--- config.mk ---
export PLATFORM = sky130hd
export DESIGN_NAME = reg_writeback_ctrl_flat
export DESIGN_NICKNAME = d
export VERILOG_FILES = /design/src/rtl/reg_writeback_ctrl_if.sv /design/src/rtl/reg_writeback_ctrl.sv /design/src/flat_wrapper.sv
export SDC_FILE = /design/constraint.sdc
export NUM_CORES = 1
export LEC_CHECK = 0
export CELL_PAD_IN_SITES_DETAIL_PLACEMENT = 2
export CELL_PAD_IN_SITES_GLOBAL_PLACEMENT = 2
export CORE_AREA = 2 2 180 182
export DETAILED_ROUTE_END_ITERATION = 8
export DIE_AREA = 0 0 182 184
export PLACE_DENSITY = 0.81
export SKIP_CTS_REPAIR_TIMING = 1
export SYNTH_ARGS = -nofsm -noshare
export SYNTH_HDL_FRONTEND = slang
export SYNTH_SLANG_ARGS = --single-unit
export TNS_END_PERCENT = 100
--- constraint.sdc ---
create_clock -name Clk -period 3.05 [get_ports Clk]
set_clock_uncertainty 0.15 [all_clocks]
set_input_delay 0.305 -clock Clk [delete_from_list [all_inputs] [get_ports Clk]]
set_output_delay 0.305 -clock Clk [all_outputs]
set_load 0.02 [all_outputs]
--- src/rtl/reg_writeback_ctrl_if.sv ---
// Register writeback bus: ALU result, memory-result handshake, register-bank
// write port, forwarding lookup and queue occupancy.
interface reg_writeback_ctrl_if;
  // M handshake: a result transfers on a rising edge where M_Valid && M_Ready.
  // M_Ready depends only on queue state, never on M_Valid. A has no backpressure.
  logic        A_Valid;
  logic [4:0]  A_Reg;
  logic [31:0] A_Data;
  logic        M_Valid;
  logic        M_Ready;
  logic [4:0]  M_Reg;
  logic [31:0] M_Data;
  logic        RegWrite;
  logic [4:0]  Write_Reg;
  logic [31:0] Write_Data;
  logic [4:0]  Fwd_Reg1;
  logic [4:0]  Fwd_Reg2;
  logic        Fwd_Hit1;
  logic        Fwd_Hit2;
  logic [31:0] Fwd_Data1;
  logic [31:0] Fwd_Data2;
  logic [4:0]  Q_Count;

  modport slave (
    input  A_Valid, A_Reg, A_Data, M_Valid, M_Reg, M_Data, Fwd_Reg1, Fwd_Reg2,
    output M_Ready, RegWrite, Write_Reg, Write_Data, Fwd_Hit1, Fwd_Hit2,
           Fwd_Data1, Fwd_Data2, Q_Count
  );

  modport master (
    output A_Valid, A_Reg, A_Data, M_Valid, M_Reg, M_Data, Fwd_Reg1, Fwd_Reg2,
    input  M_Ready, RegWrite, Write_Reg, Write_Data, Fwd_Hit1, Fwd_Hit2,
           Fwd_Data1, Fwd_Data2, Q_Count
  );
endinterface

--- src/rtl/reg_writeback_ctrl.sv ---
// Writeback arbiter: ALU results win, memory results wait in a small queue.
// Optional forwarding lookup is built when macro WB_FORWARD_EN is defined.
module reg_writeback_ctrl #(
   parameter int FIFO_DEPTH = 4
) (
   input logic                  Clk,
   input logic                  Rst_n,
   reg_writeback_ctrl_if.slave  bus
);

   localparam int         PW      = (FIFO_DEPTH > 1) ? $clog2(FIFO_DEPTH) : 1;
   localparam logic [4:0] DEPTH_C = 5'(FIFO_DEPTH);

   logic [4:0]            ent_reg_q  [FIFO_DEPTH];
   logic [4:0]            ent_reg_d  [FIFO_DEPTH];
   logic [31:0]           ent_data_q [FIFO_DEPTH];
   logic [31:0]           ent_data_d [FIFO_DEPTH];
   logic [FIFO_DEPTH-1:0] ent_live_q, ent_live_d;
   logic [PW-1:0]         wr_ptr_q, wr_ptr_d;
   logic [PW-1:0]         rd_ptr_q, rd_ptr_d;
   logic [4:0]            count_q, count_d;
   logic                  ready_en_q, ready_en_d;
   logic                  regwrite_q, regwrite_d;
   logic [4:0]            write_reg_q, write_reg_d;
   logic [31:0]           write_data_q, write_data_d;

   logic a_req;
   logic full;
   logic m_ready;
   logic enq;
   logic pop;

   // A with register 0 is treated as idle so the queue can drain that cycle.
   assign a_req   = bus.A_Valid && (bus.A_Reg != 5'd0);
   assign full    = (count_q == DEPTH_C);
   assign m_ready = ready_en_q && !full;
   assign enq     = bus.M_Valid && m_ready && (bus.M_Reg != 5'd0);
   assign pop     = !a_req && (count_q != 5'd0);

   always_comb begin
      ent_reg_d    = ent_reg_q;
      ent_data_d   = ent_data_q;
      ent_live_d   = ent_live_q;
      wr_ptr_d     = wr_ptr_q;
      rd_ptr_d     = rd_ptr_q;
      ready_en_d   = 1'b1;
      regwrite_d   = 1'b0;
      write_reg_d  = write_reg_q;
      write_data_d = write_data_q;

      if (a_req) begin
         regwrite_d   = 1'b1;
         write_reg_d  = bus.A_Reg;
         write_data_d = bus.A_Data;
         // Older queued results for this register must never land after A.
         for (int i = 0; i < FIFO_DEPTH; i++) begin
            if (ent_reg_q[i] == bus.A_Reg) ent_live_d[i] = 1'b0;
         end
      end else if (pop) begin
         regwrite_d = ent_live_q[rd_ptr_q];
         if (ent_live_q[rd_ptr_q]) begin
            write_reg_d  = ent_reg_q[rd_ptr_q];
            write_data_d = ent_data_q[rd_ptr_q];
         end
         rd_ptr_d = rd_ptr_q + PW'(1);
      end

      if (enq) begin
         ent_reg_d[wr_ptr_q]  = bus.M_Reg;
         ent_data_d[wr_ptr_q] = bus.M_Data;
         ent_live_d[wr_ptr_q] = !(a_req && (bus.M_Reg == bus.A_Reg));
         wr_ptr_d             = wr_ptr_q + PW'(1);
      end

      count_d = count_q + {4'd0, enq} - {4'd0, pop};
   end

   always_ff @(posedge Clk or negedge Rst_n) begin
      if (!Rst_n) begin
         for (int i = 0; i < FIFO_DEPTH; i++) begin
            ent_reg_q[i]  <= 5'd0;
            ent_data_q[i] <= 32'd0;
         end
         ent_live_q   <= '0;
         wr_ptr_q     <= '0;
         rd_ptr_q     <= '0;
         count_q      <= 5'd0;
         ready_en_q   <= 1'b0;
         regwrite_q   <= 1'b0;
         write_reg_q  <= 5'd0;
         write_data_q <= 32'd0;
      end else begin
         ent_reg_q    <= ent_reg_d;
         ent_data_q   <= ent_data_d;
         ent_live_q   <= ent_live_d;
         wr_ptr_q     <= wr_ptr_d;
         rd_ptr_q     <= rd_ptr_d;
         count_q      <= count_d;
         ready_en_q   <= ready_en_d;
         regwrite_q   <= regwrite_d;
         write_reg_q  <= write_reg_d;
         write_data_q <= write_data_d;
      end
   end

   assign bus.M_Ready    = m_ready;
   assign bus.RegWrite   = regwrite_q;
   assign bus.Write_Reg  = write_reg_q;
   assign bus.Write_Data = write_data_q;
   assign bus.Q_Count    = count_q;

`ifdef WB_FORWARD_EN
   logic [4:0]    fwd_reg  [2];
   logic          fwd_hit  [2];
   logic [31:0]   fwd_data [2];
   logic [PW-1:0] fwd_idx;

   // Checked lowest priority first so later matches override earlier ones;
   // walking the queue oldest to youngest leaves the youngest live match.
   always_comb begin
      fwd_reg[0] = bus.Fwd_Reg1;
      fwd_reg[1] = bus.Fwd_Reg2;
      fwd_idx    = '0;
      for (int p = 0; p < 2; p++) begin
         fwd_hit[p]  = 1'b0;
         fwd_data[p] = 32'd0;
         if (ready_en_q && (fwd_reg[p] != 5'd0)) begin
            if (regwrite_q && (write_reg_q == fwd_reg[p])) begin
               fwd_hit[p]  = 1'b1;
               fwd_data[p] = write_data_q;
            end
            for (int k = 0; k < FIFO_DEPTH; k++) begin
               fwd_idx = rd_ptr_q + PW'(k);
               if ((k < int'(count_q)) && ent_live_q[fwd_idx] &&
                   (ent_reg_q[fwd_idx] == fwd_reg[p])) begin
                  fwd_hit[p]  = 1'b1;
                  fwd_data[p] = ent_data_q[fwd_idx];
               end
            end
            if (a_req && (bus.A_Reg == fwd_reg[p])) begin
               fwd_hit[p]  = 1'b1;
               fwd_data[p] = bus.A_Data;
            end
         end
      end
   end

   assign bus.Fwd_Hit1  = fwd_hit[0];
   assign bus.Fwd_Hit2  = fwd_hit[1];
   assign bus.Fwd_Data1 = fwd_data[0];
   assign bus.Fwd_Data2 = fwd_data[1];
`else
   logic unused_fwd;
   assign unused_fwd    = ^{bus.Fwd_Reg1, bus.Fwd_Reg2};
   assign bus.Fwd_Hit1  = 1'b0;
   assign bus.Fwd_Hit2  = 1'b0;
   assign bus.Fwd_Data1 = 32'd0;
   assign bus.Fwd_Data2 = 32'd0;
`endif

endmodule
--- src/flat_wrapper.sv ---
// flat-port wrapper written by rule: the top's interface ports become plain ports
module reg_writeback_ctrl_flat 
#(
   parameter int FIFO_DEPTH = 4
)
  (Clk, Rst_n, bus_A_Valid, bus_A_Reg, bus_A_Data, bus_M_Valid, bus_M_Reg, bus_M_Data, bus_Fwd_Reg1, bus_Fwd_Reg2, bus_M_Ready, bus_RegWrite, bus_Write_Reg, bus_Write_Data, bus_Fwd_Hit1, bus_Fwd_Hit2, bus_Fwd_Data1, bus_Fwd_Data2, bus_Q_Count);
  reg_writeback_ctrl_if bus_i ();
  input logic Clk;
  input logic Rst_n;
  input wire logic [$bits(bus_i.A_Valid)-1:0] bus_A_Valid;
  input wire logic [$bits(bus_i.A_Reg)-1:0] bus_A_Reg;
  input wire logic [$bits(bus_i.A_Data)-1:0] bus_A_Data;
  input wire logic [$bits(bus_i.M_Valid)-1:0] bus_M_Valid;
  input wire logic [$bits(bus_i.M_Reg)-1:0] bus_M_Reg;
  input wire logic [$bits(bus_i.M_Data)-1:0] bus_M_Data;
  input wire logic [$bits(bus_i.Fwd_Reg1)-1:0] bus_Fwd_Reg1;
  input wire logic [$bits(bus_i.Fwd_Reg2)-1:0] bus_Fwd_Reg2;
  output wire logic [$bits(bus_i.M_Ready)-1:0] bus_M_Ready;
  output wire logic [$bits(bus_i.RegWrite)-1:0] bus_RegWrite;
  output wire logic [$bits(bus_i.Write_Reg)-1:0] bus_Write_Reg;
  output wire logic [$bits(bus_i.Write_Data)-1:0] bus_Write_Data;
  output wire logic [$bits(bus_i.Fwd_Hit1)-1:0] bus_Fwd_Hit1;
  output wire logic [$bits(bus_i.Fwd_Hit2)-1:0] bus_Fwd_Hit2;
  output wire logic [$bits(bus_i.Fwd_Data1)-1:0] bus_Fwd_Data1;
  output wire logic [$bits(bus_i.Fwd_Data2)-1:0] bus_Fwd_Data2;
  output wire logic [$bits(bus_i.Q_Count)-1:0] bus_Q_Count;
  assign bus_i.A_Valid = bus_A_Valid;
  assign bus_i.A_Reg = bus_A_Reg;
  assign bus_i.A_Data = bus_A_Data;
  assign bus_i.M_Valid = bus_M_Valid;
  assign bus_i.M_Reg = bus_M_Reg;
  assign bus_i.M_Data = bus_M_Data;
  assign bus_i.Fwd_Reg1 = bus_Fwd_Reg1;
  assign bus_i.Fwd_Reg2 = bus_Fwd_Reg2;
  assign bus_M_Ready = bus_i.M_Ready;
  assign bus_RegWrite = bus_i.RegWrite;
  assign bus_Write_Reg = bus_i.Write_Reg;
  assign bus_Write_Data = bus_i.Write_Data;
  assign bus_Fwd_Hit1 = bus_i.Fwd_Hit1;
  assign bus_Fwd_Hit2 = bus_i.Fwd_Hit2;
  assign bus_Fwd_Data1 = bus_i.Fwd_Data1;
  assign bus_Fwd_Data2 = bus_i.Fwd_Data2;
  assign bus_Q_Count = bus_i.Q_Count;
  reg_writeback_ctrl #(.FIFO_DEPTH(FIFO_DEPTH)) u_core (.Clk(Clk), .Rst_n(Rst_n), .bus(bus_i));
endmodule
==> flow_summary_export.csv, run 1 <==
group,metric,value,unit
run_status,status,"finished, final reports clean",
global_route,globalRoute.totalOverflow,0,
worst_setup_path,cp.arrival,3070,ps
clocking,cts_root_buf,"clkbuf_16",
worst_setup_path,timing.critical_path.from,"u_core.bus.Q_Count[3]",
synth,synthesis.area,10300,um^2
timing,layout_setup_ws,192,ps
timing,max_clock_freq,350,MHz
placement,globalplace.congestion,0.710,
floorplanning,io-pin-count,198,
floorplanning,fp.coreArea,31400,um^2
timing,slew_viol_final,0,
worst_setup_path,r2r_start,"u_core.bus.Q_Count[3]",
timing,finalCriticalPeriod,2860,ps
worst_setup_path,critical_path_required,3260,ps
timing,setup_viol,0,
global_route,grt_antenna_before_repair,2,
global_route,grt_max_degree,67,
worst_setup_path,worst_setup_path_end_kind,"register",
route,drt-pass1-iter-count,4,
timing,grt_setup_unrepaired,"false",
clocking,numClockSinks,200,
synth,synth.ff_latch_count,200,
synth,synth_cells,659,
worst_setup_path,cp_max_fo,2,
clocking,worstSkewPairLatency,440,ps
global_route,vias_in_the_first_global_route,6660,
floorplanning,die_area,33500,um^2
finish,antenna_cells_inserted,0,
hold_path,hold_class,"input port to async pin",
route,via_count,5734,
clocking,clk_transition_reported_paths,80,ps
finish,filler_cell_count,3101,
worst_setup_path,critPathLaunchType,"register",
clocking,tritoncts,"built",
power_and_ir_drop,cellLeakagePower,5.63,nW
placement,dpl_wire_length,17600,um
placement,place.port_buffers,121,
route,dr_wl_met2,13400,um
power_and_ir_drop,power_density,1060,nW/um^2
route,ant_nets,0,
job,max_cap_violations,0,
route,highest-signal-layer,"met5",
finish,area.growth.synth_to_final,21.4,%
floorplanning,chipWidth,182,um
placement,detailedPlace.worstSlack,-130,ps
floorplanning,initial_utilization,0.328,
route,viasPerCell,4.70,
synth,synth-main-ff-cell,"dfrtp_1",
timing,transition_time_at_the_pin_with_the_least_slew_margin,833,ps
route,wirelength_met1,11300,um
timing,final-hold-violation-count,0,
global_route,grt_first_pass_wirelength,40800,um
route,drt_iter0_markers,172,
synth,synth_seq_area_share,0.487,
timing,slew_headroom,0.440,
power_and_ir_drop,worst_ir_drop_vdd,0.000406,V
global_route,grt_use_total,0.160,
synth,ys_warn_count,0,
synth,avgSynthCellArea,15.6,um^2
route,route.final.wire_length,25800,um
timing,fin_crit_sh,0.937,
finish,fraction_of_layout_cells_with_a_size_suffix_above_1,0.415,
worst_setup_path,worst_path_class_setup,"register to register",
clocking,maximum_root_to_sink_buffer_count,2,
synth,ys_async_sr_fraction,1.00,
route,wl_per_cell,21.2,um
clocking,cts_made_buffers,17,
synth,number_of_synthesized_flops_with_an_enable_pin,0,
clocking,cts_htree_levels,4,
floorplanning,chipHeight,184,um
route,wl_met3,790,um
timing,totalNegativeSetupSlack,0,ps
synth,netlist_cell_types,35,
finish,design.final.nets,903,
floorplanning,num_rows,65,
route,drt_drc_violations_left,0,
## cell usage in the layout (no fill, tap or decap), types with 17 or more instances in the layout
master,instances
dfrtp_1,198
mux2_2,136
clkdlybuf4s50_1,120
mux2_4,76
conb_1,67
mux4_2,38
buf_4,30
xnor2_1,19
clkbuf_16,17
## worst paths after layout
path | end | slack, ps | cells past startpoint
setup / recovery | u_core.bus.Q_Count[4] | 190 | 12
hold / removal | u_core.bus.Write_Data[24] | 300 | 2
setup reg to reg | u_core.bus.Q_Count[4] | 190 | 12
hold reg to reg | u_core.ent_data_q[12] | 350 | 1
max in group asynchronous | u_core.ent_data_q[19] | 1670 | 3
min in group Clk | u_core.ent_data_q[12] | 350 | 1
## cell type report
type / count / area (um^2) / share of cell area
clock inverters: 15 / 203 / 0.0162
multi-input cells: 412 / 4600 / 0.368
inverters: 8 / 30.0 / 0.00241
well taps: 402 / 503 / 0.0403
flip-flops and latches: 200 / 5010 / 0.401
repair buffers: 165 / 1710 / 0.137
clock buffers: 17 / 425 / 0.0341
## critical path, cell delays in order, from the launching register on
cell,delay (ps)
dfrtp_1,390
inv_1,80
ha_1,160
or4b_4,470
and2_1,190
ha_1,270
inv_1,40
ha_1,220
fa_2,360
a21oi_2,120
nor2_1,50
nor2_1,130
xnor2_1,140
## layer usage
metal,track usage,up-vias
li1,-,2510
met3,0.0254,27
met4,0.0429,4
met5,0,-
met2,0.284,120
met1,0.204,3073
## cell usage after synthesis (5+ instances only)
cell      count  share of area
buf_4        76          0.055
inv_1         8         0.0029
xor2_1       13          0.011
ha_1         10          0.012
xnor2_1      19          0.016
mux2_4       76           0.11
mux4_2       38          0.083
mux2i_1       8         0.0078
nand3_1       7         0.0034
a21oi_1       6         0.0029
clkbuf_1      7         0.0026
dfrtp_1     200           0.49
mux2_2      136           0.15
nor2_1        6         0.0022
nand2_4       5         0.0055
buf_12       12          0.023
## kinds of logic after synthesis
group / Yosys count / synth area share
compound gates: 15 / 0.0110
xor+xnor: 32 / 0.0273
fa+ha+maj: 11 / 0.0141
buf+inv: 112 / 0.0909
flops: 200 / 0.487
mux: 258 / 0.351
other cells: 2 / 0.000730
simple gates: 29 / 0.0184
## state kept, by name (all words and copies together) (netlist names)
| register | flops |
|---|---|
| u_core.ent_data_q | 128 |
| u_core.bus.Write_Data | 32 |
| u_core.ent_reg_q | 20 |
| u_core.bus.Q_Count | 5 |
| u_core.bus.Write_Reg | 5 |
| u_core.ent_live_q | 4 |
| u_core.rd_ptr_q | 2 |
| u_core.wr_ptr_q | 2 |
| u_core.bus.RegWrite | 1 |
| u_core.ready_en_q | 1 |
## per-stage QoR
| stage | hold WS (ps) | area, um^2 | total power, mW | cells | utilization |
|---|---|---|---|---|---|
| final | 296 | 12500 | 13.2 | 1219 | 0.397 |
| after global routing | 333 | 12500 | 14.0 | 1219 | 0.397 |
| after CTS | -269 | 12500 | 13.4 | 1218 | 0.397 |
| after detailed placement | 206 | 11800 | 10.8 | 1186 | 0.377 |
| after global placement | 201 | 11800 | 10.5 | 1186 | 0.377 |
| after floorplan | -141 | 10500 | 8.92 | 724 | - |
## where the power goes
| group | internal, mW | switching [mW] | total [mW] |
|---|---|---|---|
| Combinational | 3.52 | 2.35 | 5.87 |
| Clock | 1.27 | 1.17 | 2.43 |
| Sequential | 4.01 | 0.902 | 4.92 |
(Power assumes the default switching activity.)
==> run 2, diff against run 1 <==
--- a/config.mk
+++ b/config.mk
@@ -7,10 +7,10 @@
 export LEC_CHECK = 0
 export CELL_PAD_IN_SITES_DETAIL_PLACEMENT = 2
 export CELL_PAD_IN_SITES_GLOBAL_PLACEMENT = 2
-export CORE_AREA = 2 2 180 182
+export CORE_AREA = 5 5 183 185
 export DETAILED_ROUTE_END_ITERATION = 8
-export DIE_AREA = 0 0 182 184
-export PLACE_DENSITY = 0.81
+export DIE_AREA = 0 0 188 190
+export PLACE_DENSITY_LB_ADDON = 0.1
 export SKIP_CTS_REPAIR_TIMING = 1
 export SYNTH_ARGS = -nofsm -noshare
 export SYNTH_HDL_FRONTEND = slang
==> flow_summary_export.csv, run 2 (synthesis gave the netlist of run 1 again) <==
group,metric,value,unit
timing,fin_crit_sh,0.918,
finish,most-common-layout-cells,"dfrtp_1 (198), mux2_2 (136), clkdlybuf4s50_1 (120)",
clocking,cts_htree_levels,4,
finish,post_route_cell_area,12400,um^2
floorplanning,fp.coreArea,31900,um^2
route,ant_nets,0,
placement,globalplace.congestion,0.729,
power_and_ir_drop,cellLeakagePower,5.60,nW
run_status,status,"finished, final reports clean",
clocking,clk_transition_reported_paths,80,ps
finish,largest_register_ff_count,128,
worst_setup_path,critical_path_required,3270,ps
global_route,grt_max_degree,72,
global_route,grt_antenna_before_repair,1,
clocking,numClockSinks,200,
finish,filler_cell_count,3110,
route,viasPerCell,4.60,
timing,grt_setup_unrepaired,"false",
placement,place.port_buffers,121,
floorplanning,initial_utilization,0.323,
global_route,grt_first_pass_wirelength,41500,um
floorplanning,chipHeight,190,um
worst_setup_path,reg2reg_slack,250,ps
worst_setup_path,critPathLaunchType,"register",
global_route,grt_use_total,0.149,
worst_setup_path,r2r_start,"u_core.bus.Q_Count[2]",
finish,antenna_cells_inserted,0,
floorplanning,die_area,35700,um^2
timing,slew_viol_final,0,
worst_setup_path,cp.arrival,3020,ps
clocking,cts_made_buffers,17,
placement,dpl_wire_length,18300,um
timing,setup_viol,0,
route,route.final.wire_length,25900,um
worst_setup_path,worst_path_class_setup,"register to register",
finish,multi_input_area,4600,um^2
timing,slew_headroom,0.457,
route,via_count,5631,
finish,area.growth.synth_to_final,20.8,%
floorplanning,chipWidth,188,um
worst_setup_path,worst_setup_path_end_kind,"register",
finish,fraction_of_layout_cells_with_a_size_suffix_above_1,0.415,
finish,register_containing_the_most_flip_flops_in_the_final_layout,"u_core.ent_data_q",
power_and_ir_drop,worst_ir_drop_vdd,0.000410,V
floorplanning,io-pin-count,198,
worst_setup_path,regToRegEndpoint,"u_core.bus.Q_Count[4]",
hold_path,hold_class,"input port to async pin",
finish,mostFrequentLayoutCell,"dfrtp_1",
clocking,maximum_root_to_sink_buffer_count,2,
route,drt_drc_violations_left,0,
floorplanning,num_rows,66,
worst_setup_path,cp_max_fo,2,
global_route,vias_in_the_first_global_route,6902,
route,drt-pass1-iter-count,4,
timing,finalCriticalPeriod,2800,ps
timing,final-hold-violation-count,0,
route,wl_per_cell,21.2,um
timing,transition_time_at_the_pin_with_the_least_slew_margin,807,ps
clocking,cts_root_buf,"clkbuf_16",
job,max_cap_violations,0,
global_route,globalRoute.totalOverflow,0,
timing,totalNegativeSetupSlack,0,ps
worst_setup_path,timing.reg2reg.worst_path_depth,12,
placement,dpl-instance-area,11800,um^2
power_and_ir_drop,power_density,1050,nW/um^2
clocking,tritoncts,"built",
finish,design.final.nets,901,
finish,seqCellArea,5010,um^2
route,drt_iter0_markers,183,
clocking,worstSkewPairLatency,440,ps
timing,max_clock_freq,357,MHz
## run 2: worst max path at each step
stage                                     start               endpoint  slack (ps)
after floorplan           u_core.bus.Q_Count[3]  u_core.bus.Q_Count[4]          40
after global placement             bus_A_Reg[1]  u_core.bus.Q_Count[4]         -30
after detailed placement           bus_A_Reg[2]  u_core.bus.Q_Count[4]        -100
after CTS                 u_core.bus.Q_Count[3]  u_core.bus.Q_Count[4]         -90
after global routing      u_core.bus.Q_Count[2]  u_core.bus.Q_Count[4]         120
final                     u_core.bus.Q_Count[2]  u_core.bus.Q_Count[4]         250
## run 2: area by class of cell
class                   count  share of cell area
flip-flops and latches    200               0.403
inverters                   8             0.00242
clock buffers              20              0.0376
well taps                 408              0.0411
repair buffers            163               0.135
clock inverters            12              0.0105
multi-input cells         412               0.370
## run 2: routing by layer
metal  up-vias  GRT usage  wire (um)
met5         -          0         13
met4         2     0.0333        259
met3        17     0.0349        872
met2       122      0.261      13500
met1      2984      0.189      11300
li1       2506          -          -
## run 2: where the power goes
part           switching (mW)  leakage, nW  internal [mW]
registers               0.826         2.39           4.01
clock network            1.11        0.291           1.22
logic                    2.35         2.92           3.49
## run 2: worst max-delay path, cell delays in order (launching register included)
cell,delay [ps]
dfrtp_1,390
inv_1,90
ha_1,140
or4b_4,460
and2_4,180
ha_1,260
inv_1,40
ha_1,220
fa_2,360
a21oi_2,140
nor2_1,50
nor2_1,110
xnor2_1,130
## run 2: stage by stage
step	utilization	hold WS [ps]	instances	setup WS (ps)	power [mW]
final	0.390	300	1223	249	13.0
after global routing	0.390	347	1223	121	13.9
after CTS	0.388	-261	1220	-93.4	13.2
after detailed placement	0.370	223	1188	-98.9	10.8
after global placement	0.370	223	1188	-29.6	10.5
after floorplan	-	-141	724	42.9	8.92
==> run 3, diff against run 2 <==
--- a/config.mk
+++ b/config.mk
@@ -11,6 +11,7 @@
 export DETAILED_ROUTE_END_ITERATION = 8
 export DIE_AREA = 0 0 188 190
 export PLACE_DENSITY_LB_ADDON = 0.1
+export RECOVER_POWER = 100
 export SKIP_CTS_REPAIR_TIMING = 1
 export SYNTH_ARGS = -nofsm -noshare
 export SYNTH_HDL_FRONTEND = slang
==> flow_summary_export.csv, run 3 (synthesis gave the netlist of run 1 again) <==
group,metric,value,unit
worst_setup_path,r2r_start,"u_core.bus.Q_Count[2]",
worst_setup_path,critPathLaunchType,"input port",
route,ant_nets,0,
worst_setup_path,critical_path.cell_chain,"dlygate4sd3_1 -> or4_4 -> o21ai_4 -> buf_4 -> clkbuf_2 -> mux2_2 -> mux2_2",
global_route,globalRoute.totalOverflow,0,
worst_setup_path,crit_path_max_incr_delay,600,ps
route,drt_iter0_markers,152,
worst_setup_path,regToRegEndpoint,"u_core.ent_data_q[58]",
worst_setup_path,worst_path_class_setup,"input port to register",
floorplanning,io-pin-count,198,
placement,dpl_wire_length,18300,um
floorplanning,num_rows,66,
job,max_cap_violations,1,
timing,slew_headroom,-0.320,
finish,seqCellArea,5010,um^2
floorplanning,fp.coreArea,31900,um^2
placement,detailedPlace.worstSlack,-98.9,ps
route,viasPerCell,4.60,
floorplanning,chipWidth,188,um
timing,max_clock_freq,348,MHz
timing,layout_setup_ws,177,ps
timing,finalCriticalPeriod,2870,ps
power_and_ir_drop,worst_ir_drop_vdd,0.000406,V
worst_setup_path,cp.arrival,3040,ps
clocking,cts_root_buf,"clkbuf_16",
clocking,cts_made_buffers,17,
worst_setup_path,critical_path.most_common_cell,"mux2_2",
route,drt-pass1-iter-count,4,
worst_setup_path,timing.critical_path.from,"bus_A_Reg[2]",
finish,area.growth.synth_to_final,17.9,%
worst_setup_path,cp_max_fo,23,
clocking,tritoncts,"built",
finish,antenna_cells_inserted,0,
finish,layoutNonFillerInstCount,1223,
worst_setup_path,timing.reg2reg.worst_path_depth,8,
finish,utilization,0.380,
placement,place.port_buffers,121,
finish,mostFrequentLayoutCell,"dfrtp_1",
worst_setup_path,worst_setup_path_end_kind,"register",
timing,fin_crit_sh,0.942,
route,wl_met3,862,um
timing,setup_viol,0,
power_and_ir_drop,total_power,12.4,mW
finish,fraction_of_layout_cells_with_a_size_suffix_above_1,0.330,
run_status,violations,"capacitance limit, slew limit",
finish,most-common-layout-cells,"dfrtp_1 (198), mux2_2 (135), clkdlybuf4s50_1 (75)",
hold_path,hold_class,"register to register",
clocking,clk_transition_reported_paths,70,ps
finish,filler_cell_count,3191,
power_and_ir_drop,power_density,1030,nW/um^2
global_route,grt_antenna_before_repair,1,
timing,totalNegativeSetupSlack,0,ps
clocking,maximum_root_to_sink_buffer_count,2,
finish,largest_register_ff_count,128,
route,route.final.wire_length,25700,um
route,drt_drc_violations_left,0,
route,highest-signal-layer,"met5",
floorplanning,die_area,35700,um^2
hold_path,hp-start,"u_core.ent_data_q[111]",
hold_path,worst_hold_path.num_cells,1,
floorplanning,initial_utilization,0.323,
power_and_ir_drop,cellLeakagePower,5.27,nW
worst_setup_path,critical_path_required,3210,ps
run_status,status,"complete, but fails checks",
clocking,numClockSinks,200,
timing,slew_viol_final,71,
route,wirelength_met1,11100,um
global_route,grt_first_pass_wirelength,41500,um
worst_setup_path,reg2reg_slack,180,ps
placement,globalplace.congestion,0.729,
finish,design.final.nets,901,
finish,multi_input_area,4360,um^2
worst_setup_path,slowest_stage,"clkbuf_2",
finish,register_containing_the_most_flip_flops_in_the_final_layout,"u_core.ent_data_q",
hold_path,hold_path_end,"u_core.ent_data_q[111]",
global_route,grt_max_degree,72,
route,dr_wl_met2,13400,um
route,wl_per_cell,21.0,um
timing,final-hold-violation-count,0,
timing,grt_setup_unrepaired,"false",
timing,transition_time_at_the_pin_with_the_least_slew_margin,1980,ps
global_route,vias_in_the_first_global_route,6902,
clocking,cts_htree_levels,4,
clocking,worstSkewPairLatency,440,ps
floorplanning,chipHeight,190,um
global_route,grt_use_total,0.149,
placement,post-place-cells,1188,
route,via_count,5622,
-- run 3: report_power, final --
group | total (mW) | internal (mW) | switching [mW] | leakage (nW)
logic | 5.31 | 3.00 | 2.31 | 2.60
clock network | 2.33 | 1.22 | 1.10 | 0.291
registers | 4.80 | 4.01 | 0.790 | 2.39
-- run 3: stage by stage --
stage	area (um^2)	hold slack (ps)
after floorplan	10500	-141
after global placement	11800	223
after detailed placement	11800	223
after CTS	12400	-261
after global routing	12100	357
final	12100	347
-- run 3: area by class of cell --
| cell class | instances | area share |
|---|---|---|
| clock buffers | 20 | 0.0385 |
| clock inverters | 12 | 0.0107 |
| multi-input cells | 412 | 0.360 |
| flip-flops and latches | 200 | 0.413 |
| inverters | 8 | 0.00248 |
| repair buffers | 163 | 0.133 |
| well taps | 408 | 0.0421 |
-- run 3: how the worst max path moves through the flow --
stage | endpoint | slack [ps] | cells past startpoint
floorplan | u_core.bus.Q_Count[4] | 40 | 12
global placement | u_core.bus.Q_Count[4] | -30 | 12
detailed placement | u_core.bus.Q_Count[4] | -100 | 12
CTS | u_core.bus.Q_Count[4] | -90 | 12
global route | u_core.ent_data_q[56] | 60 | 8
finish | u_core.bus.Write_Data[12] | 180 | 7
-- run 3: per-layer routing --
layer,global-route usage,vias to the layer above
li1,-,2503
met1,0.189,2983
met2,0.261,117
met3,0.0349,17
met4,0.0333,2
met5,0,-
-- run 3: worst max-delay path: cells and delay by family --
| kind | cells | cell delay [ps] |
|---|---|---|
| buffers and inverters | 3 | 1320 |
| AO/OA/AOI/OAI | 1 | 170 |
| AND/OR/NAND/NOR | 1 | 530 |
| multiplexers | 2 | 680 |
